===== src/rtl/mips_muldiv_unit.sv =====
// Iterative MIPS multiply/divide unit holding the architectural HI/LO registers.
// One radix-2 step per cycle (shift-add multiply, restoring divide), then a sign-fix cycle.
module mips_muldiv_unit #(
  parameter int WIDTH = 32
) (
  input  logic             clk,
  input  logic             reset_n,
  input  logic [WIDTH-1:0] op_a,
  input  logic [WIDTH-1:0] op_b,
  input  logic [2:0]       op,
  input  logic             start,
  output logic             busy,
  output logic             done,
  output logic [WIDTH-1:0] hi,
  output logic [WIDTH-1:0] lo,
  output logic [1:0]       state_dbg
);

  localparam int CW = $clog2(WIDTH) + 1;

  // Handshake: start is sampled at a rising edge only while busy==0; a MULT/DIV
  // accepted at that edge raises busy for WIDTH+1 cycles, and done pulses for the
  // single cycle after HI/LO are written (busy is already 0 in that cycle).
  typedef enum logic [1:0] {
    S_IDLE = 2'd0,
    S_CALC = 2'd1,
    S_FIX  = 2'd2
  } state_t;

  state_t           state, next_state;
  logic [CW-1:0]    cnt;
  logic [WIDTH-1:0] a_mag, b_mag, a_raw;
  logic [WIDTH-1:0] work_hi, work_lo;
  logic             is_div, neg_q, neg_r;

  // Operand decode at acceptance
  logic             md_start, in_signed, in_a_neg, in_b_neg;
  logic [WIDTH-1:0] in_a_mag, in_b_mag;

  assign md_start  = (state == S_IDLE) && start && !op[2];
  assign in_signed = ~op[0];
  assign in_a_neg  = in_signed & op_a[WIDTH-1];
  assign in_b_neg  = in_signed & op_b[WIDTH-1];
  assign in_a_mag  = in_a_neg ? (~op_a + 1'b1) : op_a;
  assign in_b_mag  = in_b_neg ? (~op_b + 1'b1) : op_b;

  // Iteration datapath
  logic [WIDTH:0]     mul_sum;
  logic [WIDTH:0]     div_shift;
  logic [WIDTH+1:0]   div_trial;
  logic               div_ge;
  logic [2*WIDTH-1:0] prod_mag, prod_fix;
  logic [WIDTH-1:0]   fix_hi, fix_lo;

  always_comb begin
    mul_sum   = {1'b0, work_hi} + (work_lo[0] ? {1'b0, a_mag} : {(WIDTH+1){1'b0}});
    div_shift = {work_hi, work_lo[WIDTH-1]};
    div_trial = {1'b0, div_shift} - {2'b00, b_mag};
    div_ge    = ~div_trial[WIDTH+1];
  end

  // Sign correction; divide-by-zero returns all-ones quotient and the raw dividend
  always_comb begin
    prod_mag = {work_hi, work_lo};
    prod_fix = neg_q ? (~prod_mag + 1'b1) : prod_mag;
    fix_hi   = prod_fix[2*WIDTH-1:WIDTH];
    fix_lo   = prod_fix[WIDTH-1:0];
    if (is_div) begin
      if (b_mag == '0) begin
        fix_hi = a_raw;
        fix_lo = '1;
      end else begin
        fix_hi = neg_r ? (~work_hi + 1'b1) : work_hi;
        fix_lo = neg_q ? (~work_lo + 1'b1) : work_lo;
      end
    end
  end

  always_ff @(posedge clk or negedge reset_n) begin
    if (!reset_n) state <= S_IDLE;
    else          state <= next_state;
  end

  always_comb begin
    next_state = state;
    case (state)
      S_IDLE:  if (md_start) next_state = S_CALC;
      S_CALC:  if (cnt == CW'(WIDTH - 1)) next_state = S_FIX;
      S_FIX:   next_state = S_IDLE;
      default: next_state = S_IDLE;
    endcase
  end

  always_ff @(posedge clk or negedge reset_n) begin
    if (!reset_n) begin
      hi      <= '0;
      lo      <= '0;
      done    <= 1'b0;
      cnt     <= '0;
      a_mag   <= '0;
      b_mag   <= '0;
      a_raw   <= '0;
      work_hi <= '0;
      work_lo <= '0;
      is_div  <= 1'b0;
      neg_q   <= 1'b0;
      neg_r   <= 1'b0;
    end else begin
      done <= (state == S_FIX);
      case (state)
        S_IDLE: begin
          if (start && op == 3'b100) hi <= op_a;
          if (start && op == 3'b101) lo <= op_a;
          if (md_start) begin
            cnt     <= '0;
            a_mag   <= in_a_mag;
            b_mag   <= in_b_mag;
            a_raw   <= op_a;
            is_div  <= op[1];
            neg_q   <= in_a_neg ^ in_b_neg;
            neg_r   <= in_a_neg;
            work_hi <= '0;
            work_lo <= op[1] ? in_a_mag : in_b_mag;
          end
        end
        S_CALC: begin
          cnt <= cnt + CW'(1);
          if (is_div) begin
            work_hi <= div_ge ? div_trial[WIDTH-1:0] : div_shift[WIDTH-1:0];
            work_lo <= {work_lo[WIDTH-2:0], div_ge};
          end else begin
            work_hi <= mul_sum[WIDTH:1];
            work_lo <= {mul_sum[0], work_lo[WIDTH-1:1]};
          end
        end
        S_FIX: begin
          hi <= fix_hi;
          lo <= fix_lo;
        end
        default: ;
      endcase
    end
  end

  assign busy      = (state != S_IDLE);
  assign state_dbg = state;

endmodule


===== config.mk =====
export PLATFORM = sky130hd
export DESIGN_NAME = mips_muldiv_unit
export DESIGN_NICKNAME = d
export VERILOG_FILES = /design/src/rtl/mips_muldiv_unit.sv
export SDC_FILE = /design/constraint.sdc
export NUM_CORES = 1
export LEC_CHECK = 0
export CAP_MARGIN = 40
export CORE_MARGIN = 1.5
export CORE_UTILIZATION = 47
export DETAILED_ROUTE_END_ITERATION = 8
export PLACE_DENSITY = 0.7
export SLEW_MARGIN = 15
export SYNTH_ARGS = -nofsm -noshare
export SYNTH_HDL_FRONTEND = slang
export SYNTH_SLANG_ARGS = --single-unit
export TNS_END_PERCENT = 50

===== constraint.sdc =====
create_clock -name clk -period 4.5 [get_ports clk]
set_input_delay 0.9 -clock clk [delete_from_list [all_inputs] [get_ports clk]]
set_output_delay 0.9 -clock clk [all_outputs]
set_load 0.02 [all_outputs]

# After elaboration in Yosys (flattened, before gate mapping)
# Cells that the tools add are included.
# op_classes
add_sub_neg	8
eq_ne	9
muxes	27
bitwise_logic	10
reduce_logical	15
# ops
cell	n
two-way mux 32 bit	17
case mux 32 bit (2 select lines)	4
adder 32 x 1 -> 32 bit (second input constant)	4
inverter 32 bit	4
adder 64 x 1 -> 64 bit (second input constant)	1
two-way mux 64 bit	1
inverter 64 bit	1
subtractor 33 x 32 -> 34 bit	1
adder 32 x 32 -> 33 bit	1
logical NOT 32 bit	1
case mux 6 bit (2 select lines)	1
AND reduction 2 bit	5
adder 6 x 1 -> 6 bit (second input constant)	1
== test 3 bit (second input constant)	2
== test 6 x 5 -> 1 bit (second input constant)	1
two-way mux 6 bit	1
nonzero test 2 bit	3
logical AND 1 bit	4
two-way mux 2 bit	2
inequality test 2 x 1 -> 1 bit (second input constant)	2
inequality test 2 bit (second input constant)	2
case mux 2 bit (2 select lines)	1
AND 1 bit	2
== test 2 x 1 -> 1 bit (second input constant)	1
other kinds (5)	6
# word_totals
ff_bits	236
wordCells	82

# Logic depth before layout (Yosys ltp)
# Gate-level depths: netlist (run 1).
# logic_depth
word_depth	6
mapped_depth	15
depth_no_buf	13

# Least setup slack after synthesis (run 1)
# Ideal clock, no wire load.
# synth_timing
path_kind	input to register
startpoint	input op_a[1]
endpoint	register work_lo[27]
setup_ps	83
arrival_ps	3331
required_ps	4417
path_slack_ps	1087
stages	8
path_buffers	0
path_cell_list	or4_1 -> nor4b_1 -> nand4b_1 -> or2_2 -> o41ai_1 -> xor2_1 -> mux2_2 -> o21ai_0
# synth_via
elab_chain_cells	6
# synth_lines
element	line_no	source
start, declared	8	input logic [WIDTH-1:0] op_a,
inverter 32 bit	44	assign in_a_mag = in_a_neg ? (~op_a + 1'b1) : op_a;
adder 32 x 1 -> 32 bit	44	
two-way mux 32 bit	44	
two-way mux 32 bit	123	work_lo <= op[1] ? in_a_mag : in_b_mag;
two-way mux 32 bit	114	if (md_start) begin
case mux 32 bit (2 select lines)	110	case (state)
end signal, assigned	123	
end signal, assigned	130	work_lo <= {work_lo[WIDTH-2:0], div_ge};
end signal, assigned	133	work_lo <= {mul_sum[0], work_lo[WIDTH-1:1]};
end, declared	33	logic [WIDTH-1:0] work_hi, work_lo;
# Every way passes these cells. The select of a mux whose other input is x is not followed.
# A chain may end at the register's enable or synchronous reset.

# Worst setup path in the final report (run 1)
# layout_timing
startpoint	register work_lo[0]
endpoint	register hi[12]
# layout_via
elab_chain_cells	5
# layout_lines
element	line_no	source
inverter 64 bit	65	prod_fix = neg_q ? (~prod_mag + 1'b1) : prod_mag;
adder 64 x 1 -> 64 bit	65	
two-way mux 64 bit	65	
two-way mux 32 bit	68	if (is_div) begin
case mux 32 bit (2 select lines)	110	
end signal, assigned	112	if (start && op == 3'b100) hi <= op_a;
end signal, assigned	137	hi <= fix_hi;
end, declared	14	output logic [WIDTH-1:0] hi,
# Every way passes these cells.

==> metrics.md, run 1 <==
| Metric | Value |
|---|---|
| Status | `complete, no violations` |
| IO Port Bufs | `137` |
| Die W | `198 µm` |
| Initial core utilization | `47.6%` |
| CTS tree | `done` |
| Routability cong. | `0.993` |
| Synth top cells by count | `nand2_1 (284), dfrtp_1 (235), o21ai_0 (229)` |
| Routed WL per cell | `24.1 µm` |
| Most frequent cell after synthesis | `nand2_1` |
| RSZ-0062 raised after global routing | `false` |
| First-pass GRT wire length | `102000 µm` |
| Synth async-reset ratio | `100%` |
| Post-route clock period utilization | `87.6%` |
| Area Overhead vs Synth | `16.2%` |
| Mux contribution to synthesized area | `7.66%` |
| Final setup skew | `28.3 ps` |
| Row cnt | `71` |
| Layout cells sized above 1 | `7.13%` |
| WS Path Type | `reg2reg` |
| Critical Path, Cell by Cell | `buf_4 -> inv_1 -> ha_1 -> nand4b_1 -> or4_1 -> or2_1 -> o41ai_1 -> xor2_1 -> nor2_1 -> o21ai_0 -> o21ai_0` |
| Final Non-Filler Cells | `2798` |
| Hold-fix buffers, CTS | `0` |
| Total power density per cell area | `643 nW/µm²` |
| Post-synthesis sequential area ratio | `32.8%` |
| LEAKAGE | `9.12 nW` |
| Antenna Nets Post-Route | `0` |
| Vias per cell | `6.32` |
| Critical Path End Type | `flop` |
| Final number of setup-violating endpoints | `0` |
| CTS sink count | `235` |
| Diodes inserted | `0` |
| R2r setup slk | `560 ps` |
| Met3 Resource Use GR | `5.54%` |
| EDFF count, synth | `0` |
| Clk_lat worst skew | `590 ps` |
| Largest family of logic cells by synthesized area | `compound AO/OA/AOI/OAI gates` |
| Vias in the first global route | `16820` |
| Maximum VDD drop | `0.336 mV` |
| Fillcell total | `3546` |
| Synth top area cells | `dfrtp_1 (33%), mux2i_1 (7.0%), o21ai_0 (6.4%), nand2_1 (5.9%), xor2_1 (5.1%)` |
| Max stage delay cell, worst path | `or4_1` |
| I/O pin total | `138` |
| Post-CTS Setup Repair Bufs | `0` |
| Max stage delay on crit path | `640 ps` |
| Hold WS | `372 ps` |
| Synth Net Count | `2323` |
| Chip Height | `198 µm` |
| Met1 GRT Util | `48.3%` |
| Clock H-tree levels | `1` |
| DRT Wirelength | `67500 µm` |
| CP most frequent cell | `o21ai_0` |
| Remaining DRCs | `0` |
| Resized cells post-CTS | `0` |
| Post-Synthesis Cells | `2182` |
| CTS max path bufs | `3` |
| Count of distinct cell types in the synthesized netlist | `72` |
| Post-synth top area share | `32.8%` |
| CP Launch Type | `flop` |
| Leading area contributor after synthesis | `dfrtp_1` |
| Pins Over Slew Limit | `0` |
| Max cap viols | `0` |
| Compound-cell area share of the yosys netlist | `22.9%` |
| GR Layer Usage met2 | `52.2%` |
| Layer with the highest usage | `met2` |
| Drt pass-1 iters | `6` |
| Number of buffers created by CTS | `28` |
| Iteration-0 DRC Markers | `2124` |
| DIE AREA | `39400 µm²` |
| Largest net degree at the start of global routing | `112` |
| CP Data Required Time | `4920 ps` |
| Xor/xnor share of the synthesized area | `9.18%` |
| Slew headroom | `36.1%` |
| Via count | `17692` |
| Yosys warnings | `0` |
| Dpl cells | `2748` |
| Main flop type after synthesis | `dfrtp_1` |
| Worst EP arrival | `4360 ps` |
| CTS root buf | `clkbuf_16` |
| Core footprint | `37700 µm²` |
| Max Clk Rate | `0.254 GHz` |
| CP max FO | `28` |
| Global-route usage over all layers | `34.3%` |
| Syn_area_per_cell | `8.22 µm²` |
| Post-route minimum period | `3940 ps` |
| Area occupied by registers | `5880 µm²` |
| Worst slew pin tran | `959 ps` |
| Total grt overflow | `0` |
| Initial antenna violation count | `1` |
| Fin nets | `2410` |
| Synth Area in Adders | `5.03%` |
| Total Power | `0.0134 W` |
| Synth Cell Area | `17900 µm²` |
| Clock slew at reported path FFs | `60 ps` |
| Synth Register Bits | `235` |
| Hold Crit Class | `in2async` |
| Final hold vios | `0` |
| Synth Area in Simple Gates | `17.8%` |
| Area of the multi-input gates | `11300 µm²` |
| Final HPWL DP | `50800 µm` |
| Setup TNS | `0 ps` |
[critical path: cells and delay by family, from the launching register on]
family | cells | cell delay [ps]
buffers and inverters | 2 | 400
adders and majority gates | 1 | 270
DFF | 1 | 600
and+or+nand+nor | 4 | 1440
xor gates and xnor gates | 1 | 190
AOI/OAI and AO/OA | 3 | 860
[state kept, by name, indices dropped and copies added (netlist names)]
| signal | count |
|---|---|
| hi | 32 |
| neg_q | 1 |
| work_lo | 32 |
| state_dbg | 2 |
| work_hi | 32 |
| lo | 32 |
| a_raw | 31 |
| done | 1 |
| cnt | 6 |
| is_div | 1 |
| a_mag | 32 |
| b_mag | 32 |
| neg_r | 1 |
[power by group]
group / switching (W) / total (W) / internal, W
logic: 0.00439 / 0.00749 / 0.00310
registers: 0.00101 / 0.00377 / 0.00276
clock network: 0.000962 / 0.00215 / 0.00119
[per-layer routing]
layer | part of all wire (%) | up-vias | wire length [µm]
li1 | - | 7997 | -
met1 | 43 | 8591 | 29000
met2 | 44 | 928 | 29500
met3 | 8.5 | 176 | 5740
met4 | 4.8 | 0 | 3210
met5 | 0 | - | 0
[metrics by stage]
step           util (%)  instance area [µm²]  setup slack, ps
6_report           55.4                20900              558
4_1_cts            55.3                20800              607
5_1_grt            55.4                20900              346
3_3_place_gp       53.0                20000              378
3_5_place_dp       53.1                20000              329
2_1_floorplan         -                17900             1090
[final cells by class]
cell class | count | area share [%]
multi-input cells | 1730 | 54.0
clock buffers | 39 | 3.70
well taps | 511 | 3.07
flip-flops and latches | 235 | 28.2
clock inverters | 9 | 0.294
inverters | 58 | 1.04
repair buffers | 216 | 9.70
[cells by family after synthesis]
| kind of cell | count (synthesis) |
|---|---|
| fa+ha+maj | 71 |
| mux | 136 |
| simple gates | 676 |
| compound gates | 659 |
| xor+xnor | 188 |
| flops | 235 |
| buf+inv | 217 |
[worst paths after layout]
| path | startpoint | endpoint | cells after the start |
|---|---|---|---|
| setup / recovery | work_lo[0] | hi[12] | 11 |
| hold / removal | reset_n | b_mag[12] | 1 |
| setup reg to reg | work_lo[0] | hi[12] | 11 |
| hold reg to reg | a_raw[19] | a_raw[19] | 2 |
| max in group asynchronous | reset_n | work_hi[16] | 2 |
| min in group clk | a_raw[19] | a_raw[19] | 2 |
[placed cells by master (no fill, tap or decap), types with 18 or more instances in the layout]
cell type        netlist  final
nor2b_1               24     22
ha_1                  69     69
inv_1                 56     56
o41ai_1               18     18
a21o_1                34     34
nor2_1               131    128
xnor2_1               83     83
xor2_1               105    105
nand3_1               19     19
nand2b_1              21     20
mux2i_1              125    125
a211oi_1              36     36
nand2_1              284    283
a22oi_1               42     42
a31oi_1               26     26
buf_4                  0     72
a21oi_1              138    138
o21ai_0              229    229
clkdlybuf4s50_1        0    135
nor4_1                22     22
o31ai_1               27     27
nor3_1                45     45
or3_1                 20     20
and2_1                41     41
o211ai_1              18     18
dfrtp_1              235    233
clkbuf_16              0     28
No activity file was read; power rests on OpenSTA's default activity.
==> run 2: changes to the inputs <==
--- a/config.mk
+++ b/config.mk
@@ -14,4 +14,4 @@
 export SYNTH_ARGS = -nofsm -noshare
 export SYNTH_HDL_FRONTEND = slang
 export SYNTH_SLANG_ARGS = --single-unit
-export TNS_END_PERCENT = 50
+export TNS_END_PERCENT = 10
==> results of run 2 <==
Same layout as run 1: the final DEF is identical, and so are final timing and power.
